<file path="src/rtl/spi_ram_arbiter.sv">
// spi_ram_arbiter: shares one single-port MEM_DEPTH x 8 RAM between the SPI command stream and a host port.
//   SPI words (din[9:8]) 00 load write address, 01 write data, 10 load read address, 11 issue read.
//   SPI accesses go through a one-entry pending slot because SPI cannot stall; the host uses req/gnt.
// Ports: clk, rst_n (sync, active-low);
//   SPI side spi_rx_valid/spi_din in, spi_dout/spi_tx_valid/spi_ovf out;
//   host side host_req/we/addr/wdata in, host_gnt/rdata/rvalid out;
//   RAM side mem_en/we/addr/wdata out, mem_rdata in (registered, one cycle after a read); busy out.
// Optional macro ARB_ROUND_ROBIN_EN: SPI/host ties alternate. Without it, SPI always wins ties.
module spi_ram_arbiter #(
  parameter int MEM_DEPTH = 256,
  parameter int ADDR_SIZE = 8
) (
  input  logic                 clk,
  input  logic                 rst_n,
  input  logic                 spi_rx_valid,
  input  logic [9:0]           spi_din,
  output logic [7:0]           spi_dout,
  output logic                 spi_tx_valid,
  output logic                 spi_ovf,
  input  logic                 host_req,
  input  logic                 host_we,
  input  logic [ADDR_SIZE-1:0] host_addr,
  input  logic [7:0]           host_wdata,
  output logic                 host_gnt,
  output logic [7:0]           host_rdata,
  output logic                 host_rvalid,
  output logic                 mem_en,
  output logic                 mem_we,
  output logic [ADDR_SIZE-1:0] mem_addr,
  output logic [7:0]           mem_wdata,
  input  logic [7:0]           mem_rdata,
  output logic                 busy
);

  // Addresses are ADDR_SIZE bits and simply wrap; a deeper MEM_DEPTH than the
  // address space can reach leaves the upper words unused. Nothing to build.
  if (MEM_DEPTH > (1 << ADDR_SIZE)) begin : g_depth_beyond_addr_space
  end

  typedef enum logic [1:0] {IDLE, SPI_ACC, HOST_ACC, RD_WAIT} state_t;

  state_t state, state_nxt;
  logic   grant_spi, grant_host;

  logic [ADDR_SIZE-1:0] wr_addr, rd_addr;
  logic                 pend_vld, pend_we;
  logic [ADDR_SIZE-1:0] pend_addr;
  logic [7:0]           pend_data;
  logic                 rd_for_host;

  // din[8] set means a RAM access (01 write, 11 read); clear means an address load.
  logic spi_access;
  assign spi_access = spi_rx_valid & spi_din[8];

`ifdef ARB_ROUND_ROBIN_EN
  logic last_host;   // last grant went to the host; reset as host so SPI wins the first tie
`endif

  always_ff @(posedge clk) begin
    if (!rst_n) state <= IDLE;
    else        state <= state_nxt;
  end

  always_comb begin
    state_nxt  = state;
    grant_spi  = 1'b0;
    grant_host = 1'b0;
    case (state)
      IDLE: begin
        if (pend_vld && host_req) begin
`ifdef ARB_ROUND_ROBIN_EN
          grant_spi  = last_host;
          grant_host = !last_host;
`else
          grant_spi  = 1'b1;
`endif
        end else if (pend_vld) begin
          grant_spi  = 1'b1;
        end else if (host_req) begin
          grant_host = 1'b1;
        end
        if (grant_spi)       state_nxt = SPI_ACC;
        else if (grant_host) state_nxt = HOST_ACC;
      end
      // mem_we holds the registered winner's direction during the access cycle.
      SPI_ACC, HOST_ACC: state_nxt = mem_we ? IDLE : RD_WAIT;
      RD_WAIT:           state_nxt = IDLE;
      default:           state_nxt = IDLE;
    endcase
  end

  assign busy = (state != IDLE);

  // SPI decode and pending slot. The slot frees on the same edge it is granted,
  // so a word arriving on that edge refills it instead of overflowing.
  always_ff @(posedge clk) begin
    if (!rst_n) begin
      wr_addr   <= '0;
      rd_addr   <= '0;
      pend_vld  <= 1'b0;
      pend_we   <= 1'b0;
      pend_addr <= '0;
      pend_data <= '0;
      spi_ovf   <= 1'b0;
    end else begin
      if (grant_spi) pend_vld <= 1'b0;
      if (spi_rx_valid && !spi_din[8]) begin
        if (spi_din[9]) rd_addr <= spi_din[ADDR_SIZE-1:0];
        else            wr_addr <= spi_din[ADDR_SIZE-1:0];
      end
      if (spi_access) begin
        if (pend_vld && !grant_spi) begin
          spi_ovf <= 1'b1;
        end else begin
          pend_vld  <= 1'b1;
          pend_we   <= !spi_din[9];
          pend_addr <= spi_din[9] ? rd_addr : wr_addr;
          pend_data <= spi_din[7:0];
        end
      end
    end
  end

  // RAM command register and read-return path.
  always_ff @(posedge clk) begin
    if (!rst_n) begin
      mem_en       <= 1'b0;
      mem_we       <= 1'b0;
      mem_addr     <= '0;
      mem_wdata    <= '0;
      host_gnt     <= 1'b0;
      rd_for_host  <= 1'b0;
      spi_dout     <= '0;
      spi_tx_valid <= 1'b0;
      host_rdata   <= '0;
      host_rvalid  <= 1'b0;
    end else begin
      mem_en       <= 1'b0;
      host_gnt     <= 1'b0;
      spi_tx_valid <= 1'b0;
      host_rvalid  <= 1'b0;
      if (grant_spi) begin
        mem_en      <= 1'b1;
        mem_we      <= pend_we;
        mem_addr    <= pend_addr;
        mem_wdata   <= pend_data;
        rd_for_host <= 1'b0;
      end else if (grant_host) begin
        mem_en      <= 1'b1;
        mem_we      <= host_we;
        mem_addr    <= host_addr;
        mem_wdata   <= host_wdata;
        host_gnt    <= 1'b1;
        rd_for_host <= 1'b1;
      end
      if (state == RD_WAIT) begin
        if (rd_for_host) begin
          host_rdata  <= mem_rdata;
          host_rvalid <= 1'b1;
        end else begin
          spi_dout     <= mem_rdata;
          spi_tx_valid <= 1'b1;
        end
      end
    end
  end

`ifdef ARB_ROUND_ROBIN_EN
  always_ff @(posedge clk) begin
    if (!rst_n)                      last_host <= 1'b1;
    else if (grant_spi || grant_host) last_host <= grant_host;
  end
`endif

endmodule
</file>
<file path="config.mk">
export PLATFORM = sky130hd
export DESIGN_NAME = spi_ram_arbiter
export DESIGN_NICKNAME = d
export VERILOG_FILES = /design/src/rtl/spi_ram_arbiter.sv
export SDC_FILE = /design/constraint.sdc
export NUM_CORES = 1
export LEC_CHECK = 0
export CAP_MARGIN = 20
export CORE_UTILIZATION = 53
export CTS_CLUSTER_DIAMETER = 120
export DETAILED_ROUTE_END_ITERATION = 7
export PLACE_DENSITY = 0.92
export SLEW_MARGIN = 20
export SYNTH_ARGS = -nofsm -noshare
export SYNTH_HDL_FRONTEND = slang
export SYNTH_SLANG_ARGS = --single-unit
export TNS_END_PERCENT = 5
</file>
<file path="constraint.sdc">
create_clock -name clk -period 2.15 [get_ports clk]
set_input_delay 0.43 -clock clk [delete_from_list [all_inputs] [get_ports clk]]
set_output_delay 0.43 -clock clk [all_outputs]
set_load 0.02 [all_outputs]
</file>
==> metrics <==
hold_buf cts 0; Layout Cells excl Fill between 400 and 500; Setup crit end pend_addr[3]; syn_nets 360; Worst R2R Path Depth 6; Critical Path RT approximately 2.4 ns; Post-CTS Setup Bufs 0; total die area 6230 um2; port bufs 77; Pwr Density about 840 nW/um2; DR WL/cell ~16 um; Clock Path Buffers 2; Main synth FF type dfxtp_1; Nets 430; Yosys Warn Count 0; antenna cells 0; HPWL after DPL 5.149 mm; crit path capture type flop; Hold Slack about 0.46 ns; Setup WS post-layout around 0.31 ns; drt total wl 7.641 mm; Worst Setup SP state[0]; EDFF count, synth 0; main combinational cell family by area after synthesis compound AO/OA/AOI/OAI gates; status finished, final reports clean; Post-Place Cells 450; Worst EP arrival 2.08 ns; dominant cell type by area after synthesis dfxtp_1; post-cts resize count 0; final hold vios 0; max_cap viols 0; root cell of the clock tree clkbuf_8; worst min-delay path class flop to flop; die width between 70 and 80 um; Sequential cell area about 1500 um2; Max Clk Rate around 540 MHz; row count 27; top cells by area, synth dfxtp_1 (48%), mux2i_1 (13%), a211oi_2 (7.2%), a21oi_1 (5.9%), nand2_1 (3.4%); Yosys reg bits 75; Fill cells between 300 and 400; Top Ports slightly below 80; Critical Path Start Type flop; pins over their slew limit 0; mux contribution to synthesized area 13.08%; Adder-Cell Fraction of Synth Area 0.7978%; largest net degree at the start of global routing 53; Max-Slew Margin vs Limit a little under three fifths; drt first pass iters 5; peak supply drop approximately 0.00056 V; CTS tree done; period utilization between 80% and 90%; Via density 5.652; Compound-Gate Fraction of Synth Area 17.19%; Worst Skew between 0.006 and 0.007 ns; area of the multi-input gates roughly 1400 um2; critical setup path kind flop to flop; final setup vio count 0; reg-to-reg startpoint state[0]; most frequent cells in the layout clkdlybuf4s50_1 (76), dfxtp_1 (75), mux2i_1 (41); Critical Path Fanout Max 18; Post-Syn Area roughly 3100 um2; pre-CTS setup slack about 0.2 ns; proportion of layout cells with a drive suffix above 1 14.97%; clock sink total 75; CTS HTree Levels 3; CTS buffer count 9; layout overhead on the synthesized area 31.31%; RSZ-0062 raised after global routing no; top-area cell type share of the netlist area between 40% and 50%; Yosys cell types 28; first-pass GRT wire length 12.23 mm; via count 2,634; setup slack, reg-to-reg ~0.31 ns; Die H just under 80 um; Seq/Total Area, Yosys a little under half; GRT Util Overall 25.80%; min Tclk post-route 1.837 ns; most common cell after layout, fill and taps aside clkdlybuf4s50_1; Core Box Area approximately 5600 um2; fraction of registers with async set/reset 0%; number of global-route vias before repair 2,511; Final ANT Viol Nets 0; reg2reg end pend_addr[3]; initial core utilization a little under three fifths; Worst-path clk slew roughly 0.07 ns; Mean Syn Cell Area approximately 10 um2; setup TNS 0 ns; initial antenna violation count 0; XOR/XNOR Fraction of Synth Area 0%; P_leak ~0.0015 uW; Worst-Skew Late Latency 0.34 ns; Cells after Synth between 300 and 400; GRT overflow 0; GP Congestion 0.8251; Residual DRC 0; Slew @ Worst Pin 0.6566 ns; simple-gate share of the synthesized area 14.20%; DRT iter0 DRCs roughly 210
power breakdown:
part | switching, uW | internal [uW] | total (uW)
Clock | 507 | 711 | 1220
Sequential | 73.8 | 1490 | 1560
Combinational | 362 | 331 | 694
Total | 943 | 2530 | 3470
metal layers:
layer	routed length, um	up-vias	global-route usage [%]
met5	0	-	0
met4	211	0	12.18
met3	439	22	5.517
met2	3736	116	42.00
met1	3254	1250	32.61
li1	-	1246	-
critical path, cell delays in order (launching register included):
cell and delay, ns:
dfxtp_1 0.34, inv_1 0.09, ha_1 0.18, buf_4 0.16, nand2b_1 0.54, a21oi_1 0.17
a211oi_1 0.27
Yosys cell counts (3+ instances only):
library cell	n
nor2_1	27
buf_2	5
dfxtp_1	75
mux2i_1	41
nor2_2	13
a211oi_1	9
a211oi_2	18
buf_4	8
inv_1	3
o21ai_0	9
nand3_1	16
nand2_1	28
nor2b_1	3
clkbuf_1	6
a21oi_1	37
buf_6	4
stage by stage:
stage                     instance area [um2]  power (uW)  util [%]
after global routing                     4119        3604     73.45
final                                    4119        3472     73.45
after CTS                                4116        3481     73.40
after floorplan                          3137        2037         -
after detailed placement                 3890        2276     69.37
after global placement                   3890        2249     69.37
registers in the layout (all words and copies together), names as in the netlist, 2 cells and up:
register    flops
host_rdata      8
mem_addr        8
mem_wdata       8
pend_addr       8
pend_data       8
rd_addr         8
spi_dout        8
state           2
wr_addr         8
cell families (layout without fill, tap and decap cells):
family          Yosys count  in the layout
flops                    75             75
simple gates             95             95
fa+ha+maj                 2              2
buf+inv                  31            106
compound gates           75             75
mux                      41             41
layout make-up:
class | count | area share, %
clock inverters | 5 | 1.823
inverters | 4 | 0.3645
clock buffers | 11 | 3.676
flip-flops and latches | 75 | 36.45
multi-input cells | 213 | 34.48
repair buffers | 86 | 21.02
well taps | 72 | 2.187
worst min path at each step:
stage                              from       endpoint  slack [ns]  cells after the start
after floorplan            pend_data[0]   pend_data[0]        0.45                      2
after global placement    host_rdata[2]  host_rdata[2]        0.44                      2
after detailed placement  host_rdata[5]  host_rdata[5]        0.45                      2
after CTS                 host_rdata[5]  host_rdata[5]        0.46                      2
after global routing        spi_dout[5]    spi_dout[5]        0.49                      2
final                     host_rdata[5]  host_rdata[5]        0.46                      2
Note: power is estimated with default switching activity, not from simulation.
